--- src/rtl/ps2_host_tx.sv ---
// PS/2 host-to-device transmitter: inhibits the bus, issues a request-to-send,
// shifts a byte out on device clock falls, and checks the device ACK.
module ps2_host_tx #(
  parameter int unsigned INHIBIT_CYCLES = 5000,
  parameter int unsigned TIMEOUT_CYCLES = 1000000
) (
  input  logic       clk,
  input  logic       reset,
  input  logic [7:0] tx_data,
  input  logic       tx_valid,
  output logic       tx_ready,
  input  logic       ps2_clk_in,
  input  logic       ps2_data_in,
  output logic       ps2_clk_oe,
  output logic       ps2_data_oe,
  output logic       busy,
  output logic       done,
  output logic       error
);

  localparam int unsigned CNT_MAX = (INHIBIT_CYCLES > TIMEOUT_CYCLES) ? INHIBIT_CYCLES : TIMEOUT_CYCLES;
  localparam int unsigned CW      = $clog2(CNT_MAX + 1);

  typedef enum logic [2:0] {IDLE, INHIBIT, REQ, SHIFT, ACK, RELEASE} state_t;

  state_t        state, state_nxt;
  logic          clk_s1, clk_s2, clk_d, data_s1, data_s2;
  logic          fe;
  logic [9:0]    frame, frame_nxt;
  logic [3:0]    idx, idx_nxt;
  logic [CW-1:0] cnt, cnt_nxt;
  logic          rel_seen, rel_seen_nxt;
  logic          done_nxt, error_nxt;

  always_ff @(posedge clk) begin
    if (!reset) begin
      clk_s1   <= 1'b1;
      clk_s2   <= 1'b1;
      clk_d    <= 1'b1;
      data_s1  <= 1'b1;
      data_s2  <= 1'b1;
      state    <= IDLE;
      frame    <= '0;
      idx      <= '0;
      cnt      <= '0;
      rel_seen <= 1'b0;
      done     <= 1'b0;
      error    <= 1'b0;
    end else begin
      clk_s1   <= ps2_clk_in;
      clk_s2   <= clk_s1;
      clk_d    <= clk_s2;
      data_s1  <= ps2_data_in;
      data_s2  <= data_s1;
      state    <= state_nxt;
      frame    <= frame_nxt;
      idx      <= idx_nxt;
      cnt      <= cnt_nxt;
      rel_seen <= rel_seen_nxt;
      done     <= done_nxt;
      error    <= error_nxt;
    end
  end

  assign fe = clk_d & ~clk_s2;

  always_comb begin
    state_nxt    = state;
    frame_nxt    = frame;
    idx_nxt      = idx;
    cnt_nxt      = cnt + CW'(1);
    rel_seen_nxt = 1'b0;
    done_nxt     = 1'b0;
    error_nxt    = 1'b0;
    case (state)
      IDLE: begin
        cnt_nxt = '0;
        if (tx_valid) begin
          // frame[0] is the start bit, so index 0 drives the line low in REQ
          frame_nxt = {~^tx_data, tx_data, 1'b0};
          state_nxt = INHIBIT;
        end
      end
      INHIBIT: begin
        if (cnt == CW'(INHIBIT_CYCLES - 1)) begin
          state_nxt = REQ;
          cnt_nxt   = '0;
          idx_nxt   = '0;
        end
      end
      REQ, SHIFT: begin
        if (fe) begin
          cnt_nxt = '0;
          if (idx == 4'd9) begin
            state_nxt = ACK;
          end else begin
            idx_nxt   = idx + 4'd1;
            state_nxt = SHIFT;
          end
        end else if (cnt == CW'(TIMEOUT_CYCLES - 1)) begin
          error_nxt = 1'b1;
          state_nxt = RELEASE;
        end
      end
      ACK: begin
        if (fe) begin
          done_nxt  = ~data_s2;
          error_nxt = data_s2;
          state_nxt = RELEASE;
        end else if (cnt == CW'(TIMEOUT_CYCLES - 1)) begin
          error_nxt = 1'b1;
          state_nxt = RELEASE;
        end
      end
      RELEASE: begin
        cnt_nxt = '0;
        if (clk_s2 && data_s2) begin
          if (rel_seen) state_nxt = IDLE;
          else          rel_seen_nxt = 1'b1;
        end
      end
      default: state_nxt = IDLE;
    endcase
  end

  assign tx_ready    = (state == IDLE);
  assign busy        = (state != IDLE);
  assign ps2_clk_oe  = (state == INHIBIT);
  assign ps2_data_oe = ((state == REQ) || (state == SHIFT)) && !frame[idx];

endmodule

--- config.mk ---
export PLATFORM = sky130hd
export DESIGN_NAME = ps2_host_tx
export DESIGN_NICKNAME = d
export VERILOG_FILES = /design/src/rtl/ps2_host_tx.sv
export SDC_FILE = /design/constraint.sdc
export NUM_CORES = 1
export LEC_CHECK = 0
export CORE_UTILIZATION = 61
export CTS_CLUSTER_DIAMETER = 150
export DETAILED_ROUTE_END_ITERATION = 8
export MAX_ROUTING_LAYER = met4
export PLACE_DENSITY = 0.88
export SKIP_LAST_GASP = 1
export SYNTH_ARGS = -nofsm -noshare
export SYNTH_HDL_FRONTEND = slang
export SYNTH_SLANG_ARGS = --single-unit
--- constraint.sdc ---
create_clock -name clk -period 3.3 [get_ports clk]
set_clock_uncertainty 0.15 [all_clocks]
set_input_delay 0.99 -clock clk [delete_from_list [all_inputs] [get_ports clk]]
set_output_delay 0.99 -clock clk [all_outputs]
set_load 0.1 [all_outputs]
After elaboration in Yosys (flattened, before gate mapping)
Cells that the tools add are included.
{"block": "classes", "add_sub_neg": 2, "magnitude_cmp": 1, "n_mux": 23, "eq_ne": 14, "n_bitwise": 3, "reduce_logical": 15}
{"cell": "20-bit case mux with 3 select lines", "count": 1}
{"cell": "20-bit two-way mux", "count": 2}
{"cell": "3-bit two-way mux", "count": 8}
{"cell": "20-bit by 1-bit adder with 20-bit output, second input constant", "count": 1}
{"cell": "20-bit by 13-bit == test with 1-bit output, second input constant", "count": 1}
{"cell": "20-bit == test, second input constant", "count": 1}
{"cell": "3-bit case mux with 5 select lines", "count": 1}
{"cell": "4-bit two-way mux", "count": 3}
{"cell": "2-bit != test, second input constant", "count": 5}
{"cell": "4-bit case mux with 2 select lines", "count": 1}
{"cell": "4-bit AND reduction", "count": 2}
{"cell": "8-bit XNOR reduction", "count": 1}
{"cell": "3-bit by 2-bit == test with 1-bit output, second input constant", "count": 2}
{"cell": "3-bit == test, second input constant", "count": 2}
{"cell": "3-bit AND reduction", "count": 2}
{"cell": "4-bit by 5-bit < comparator with 1-bit output, second input constant", "count": 1}
{"cell": "1-bit two-way mux", "count": 5}
{"cell": "4-bit by 1-bit adder with 4-bit output, second input constant", "count": 1}
{"cell": "1-bit binary-select mux with 4-bit select", "count": 1}
{"cell": "4-bit == test, second input constant", "count": 1}
{"cell": "2-bit OR reduction", "count": 2}
{"cell": "3-bit by 1-bit == test with 1-bit output, second input constant", "count": 1}
{"cell": "3-bit logical NOT", "count": 1}
{"cell": "3-bit nonzero test", "count": 1}
{"cell": "other kinds (9)", "count": 11}
{"block": "word_totals", "output_inout_bits": 6, "elab_cells": 70, "register_bits": 44, "inputBits": 13}

Logic depth before layout (Yosys ltp)
{"block": "depth", "word_depth": 4, "ltp_mapped": 6}

Worst setup path before layout
OpenSTA, ideal clock, no wires.
{"block": "synth_path", "kind": "register -> output", "start": "reg state[0]", "end": "out ps2_clk_oe", "path_slack_ns": -0.687, "arrival_time_ns": 2.847, "path_buffers": 1, "path_stages_with_launch": 3, "cell_sequence": "dfxtp_1 > clkbuf_1 > nor3b_1"}
{"block": "synth_between", "elab_chain_cells": 1}
{"element": "from (decl)", "line": "26", "rtl": "state_t state, state_nxt;"}
{"element": "from (signal assigned)", "line": "55", "rtl": "state <= state_nxt;"}
{"element": "3-bit by 1-bit == test with 1-bit output", "line": "128", "rtl": "assign ps2_clk_oe = (state == INHIBIT);"}
{"element": "to (decl)", "line": "14", "rtl": "output logic ps2_clk_oe,"}
No other way between the ends.

Worst setup path in the final report
{"block": "layout_path", "start": "reg idx[0]", "end": "out ps2_data_oe"}
{"block": "layout_between", "elab_chain_cells": 4}
{"element": "from (decl)", "line": "30", "rtl": "logic [3:0] idx, idx_nxt;"}
{"element": "from (signal assigned)", "line": "57", "rtl": "idx <= idx_nxt;"}
{"element": "1-bit binary-select mux with 4-bit select", "line": "129", "rtl": "assign ps2_data_oe = ((state == REQ) || (state == SHIFT)) && !frame[idx];"}
{"element": "1-bit two-way mux (implied by the code)", "line": "129"}
{"element": "1-bit logical NOT", "line": "129"}
{"element": "1-bit logical AND", "line": "129"}
{"element": "to (decl)", "line": "15", "rtl": "output logic ps2_data_oe,"}
No other way between the ends. The select of a mux whose other input is x is not followed.

==> results.py <==
metrics = {
    "route": {
        "drtPass1Iterations": 6,
        "dr_total_vias": 1936,
        "ant_nets": 0,
        "drtIter0Drc": 187,
        "wl_mm": 4.792,
        "via_per_inst": 6.185,
        "wl_per_cell_um": 15.31,
        "post-route-drc-count": 0,
    },
    "setup_path": {
        "crit_path_end_kind": "primary output",
        "critPathArrivalTime_ps": 1920,
        "reg2reg_slack_ps": 1020,
        "crit_slowest_cell": "mux4_2",
        "cp_max_fo": 7,
        "worstSetupPathType": "reg -> out",
        "cp-start-kind": "flop",
        "crit_chain": "mux4_2, nor2_1, o311a_1, buf_12",
        "max_stage_delay_ps": 540,
        "reg2reg_from": "state[1]",
        "required_ps": 2160,
        "rr_endpoint": "idx[3]",
        "r2r_cells": 4,
    },
    "finish": {
        "syn_to_final_growth_pct": 12.23,
        "n_antenna_cell": 0,
        "multi_input_area_um2": 1227,
        "finalNonFillerCells": 313,
        "final_util": 0.7217,
        "regArea_um2": 880.8,
        "drive_gt1_frac": 0.09363,
        "final_nets": 283,
        "final.fill_count": 268,
    },
    "floorplanning": {
        "initial_utilization": 0.6430,
        "core-area_um2": 3390,
        "die_h_um": 61.78,
        "die_w_um": 61.78,
        "rows": 21,
        "io_pins": 19,
        "dieArea_um2": 3816,
    },
    "pwr": {
        "sequentialPowerShare": 0.594,
        "p_int_mw": 0.6734,
        "p_total_mw": 0.9399,
        "vdd_drop_max_v": 0.0002741,
        "p_clk_frac": 0.264,
        "switching_share": 0.2836,
        "comb_power_share": 0.143,
        "p_leak_nw": 0.7521,
        "p_switching_mw": 0.2666,
        "power_density_nw_per_um2": 384.3,
    },
    "grt": {
        "antenna_found_initial": 0,
        "top_usage_layer": "met2",
        "grtUsageMet2": 0.4624,
        "grt_pass1_vias": 1740,
        "grt_pass1_wl_mm": 7.672,
        "use_met1": 0.3351,
        "grt_usage": 0.2822,
        "use_met3": 0.05797,
        "grt_max_degree": 21,
        "grt.overflow.total": 0,
    },
    "synthesis": {
        "ys.flop_type": "dfxtp_1",
        "async_flop_share": 0,
        "synth_edf_count": 0,
        "synth_xor_area_frac": 0.07635,
        "avgSynthCellArea_um2": 8.684,
        "synth_nets": 267,
        "synthMuxAreaShare": 0.02009,
        "synth_cells": 251,
        "ys_types": 47,
        "synth_compound_area_frac": 0.1739,
        "synth_top_family_by_area": "simple AND/OR/NAND/NOR gates",
        "ys_seq_elements": 44,
        "ys.warnings.count": 0,
        "synth_fa_ha_area_frac": 0.01722,
        "syn_area_um2": 2180,
        "synth_simple_gate_area_frac": 0.2732,
        "ys_seq_area_frac": 0.4041,
    },
    "clocking": {
        "path_clk_slew_ps": 130,
        "cts_setup_buffers": 0,
        "htreeDepth": 2,
        "postCtsHoldBufs": 0,
        "cts_tree": "done",
        "root_buffer": "clkbuf_4",
        "cts_buffers": 5,
        "cts.sinks": 44,
        "ctsResizeCount": 0,
        "clk_latency_ps": 350,
        "cts_buffer_depth": 2,
    },
    "sta": {
        "max_clock_freq_ghz": 0.3271,
        "finalCritPeriodShare": 0.9263,
        "drv_slew": 0,
        "worst_slew_pin_slew_ps": 672.1,
        "relSlewSlack": 0.5519,
        "setup_tns_ps": 0,
        "rsz0062_at_grt": "false",
        "setup_viol": 0,
        "layout_min_cycle_time_ps": 3057,
        "hold_viol": 0,
    },
    "placement": {
        "place.gp.congestion": 0.9391,
        "port_buffers": 18,
        "dpl.hpwl_mm": 3.402,
        "placed_cells": 306,
    },
    "run": {
        "maxCapViolations": 0,
    },
    "hold_path": {
        "hold_start": "clk_s1",
        "hp-class": "reg -> reg",
        "hold_path_end": "clk_s2",
        "whs_path_depth": 1,
    },
    "run_status": {
        "outcome": "finished clean",
    },
}
-- through the flow --
stage | setup slack (ps) | hold WS [ps] | cell area [um2]
finish | 243.3 | 260.7 | 2446
global route | 160.6 | 296.1 | 2446
CTS | 227.8 | 259.9 | 2446
detailed placement | 399.3 | 246.4 | 2396
global placement | 482.4 | 239.6 | 2396
floorplan | 94.94 | 236.3 | 2185
-- critical path: cells and delay by family, from the launching register on --
kind,cells,cell delay [ps]
AOI/OAI and AO/OA,1,220
buffers and inverters,1,180
DFF,1,520
muxes,1,540
and+or+nand+nor,1,100
-- registers in the layout, indices dropped and copies added, names as in the netlist --
| name | flops |
|---|---|
| cnt | 20 |
| frame | 9 |
| idx | 4 |
| state | 3 |
| clk_d | 1 |
| clk_s1 | 1 |
| clk_s2 | 1 |
| data_s1 | 1 |
| data_s2 | 1 |
| done | 1 |
| error | 1 |
| rel_seen | 1 |
-- cells in the mapped netlist (3+ instances only) --
| master | n | share of area |
|---|---|---|
| clkbuf_1 | 11 | 0.019 |
| ha_1 | 3 | 0.017 |
| o211ai_1 | 4 | 0.014 |
| nor4_1 | 6 | 0.017 |
| dfxtp_1 | 44 | 0.40 |
| or3_1 | 6 | 0.017 |
| xnor2_1 | 13 | 0.052 |
| o31ai_1 | 6 | 0.021 |
| nand3_1 | 18 | 0.041 |
| nor3b_1 | 3 | 0.010 |
| a21oi_1 | 27 | 0.062 |
| a22oi_1 | 4 | 0.014 |
| and3_1 | 3 | 0.0086 |
| or4_1 | 6 | 0.021 |
| nor3_1 | 3 | 0.0069 |
| inv_1 | 8 | 0.014 |
| nand2_1 | 26 | 0.045 |
| nand2b_1 | 6 | 0.017 |
| xor2_1 | 6 | 0.024 |
| nand4b_1 | 3 | 0.012 |
| nor2_1 | 4 | 0.0069 |
| o21ai_0 | 6 | 0.014 |
| nand4_1 | 6 | 0.017 |
-- cell usage in the layout (no fill, tap or decap), types with 2 or more instances in the layout --
cell / count
dfxtp_1: 44
nor2b_1: 2
buf_4: 8
clkdlybuf4s50_1: 12
xor2_1: 6
xnor2_1: 13
o31ai_1: 6
clkbuf_4: 5
nand3b_1: 2
nand4_1: 6
nor4b_1: 2
a21boi_0: 2
nand3_1: 18
nor2_1: 4
nand4b_1: 3
ha_1: 3
a21oi_1: 27
a22oi_2: 2
nor3b_1: 2
inv_1: 8
o21ai_0: 6
nand2_1: 26
nor3_1: 3
or3_1: 6
and3_1: 3
nor4_1: 6
or4_1: 6
o211ai_1: 4
a22oi_1: 4
nand2b_1: 6
-- final cells by class --
class / count / share of cell area
clock inverter: 2 / 0.005115
inverter: 8 / 0.01228
sequential: 44 / 0.3601
clock buffer: 5 / 0.01535
timing repair buffer: 21 / 0.08184
tap: 46 / 0.02353
multi-input combinational: 187 / 0.5018
-- layer usage --
metal | up-vias | wire [um]
li1 | 965 | -
met1 | 902 | 2117
met2 | 63 | 2400
met3 | 6 | 220
met4 | 0 | 53
met5 | - | 0
-- worst max path at each step --
stage,cells past startpoint,start,slack [ps],endpoint
floorplan,3,state[2],90,tx_ready
global placement,4,reset,480,cnt[17]
detailed placement,4,reset,400,cnt[15]
CTS,4,idx[0],230,ps2_data_oe
global route,4,idx[0],160,ps2_data_oe
finish,4,idx[0],240,ps2_data_oe
-- kinds of logic (layout without fill, tap and decap cells) --
| kind of cell | count (synthesis) | count (layout) |
|---|---|---|
| and+or+nand+nor | 103 | 103 |
| AOI/OAI and AO/OA | 59 | 59 |
| xor gates and xnor gates | 19 | 19 |
| buffers and inverters | 20 | 36 |
| DFF | 44 | 44 |
| muxes | 3 | 3 |
| adders and majority gates | 3 | 3 |
-- power by group through the flow --
stage          clock (mW)  combinational, mW  sequential [mW]
2_1_floorplan           0             0.0983            0.564
3_3_place_gp            0              0.132            0.569
3_5_place_dp            0              0.135            0.570
4_1_cts             0.253              0.135            0.558
5_1_grt             0.278              0.144            0.561
6_report            0.248              0.134            0.558
(Power assumes the default switching activity.)
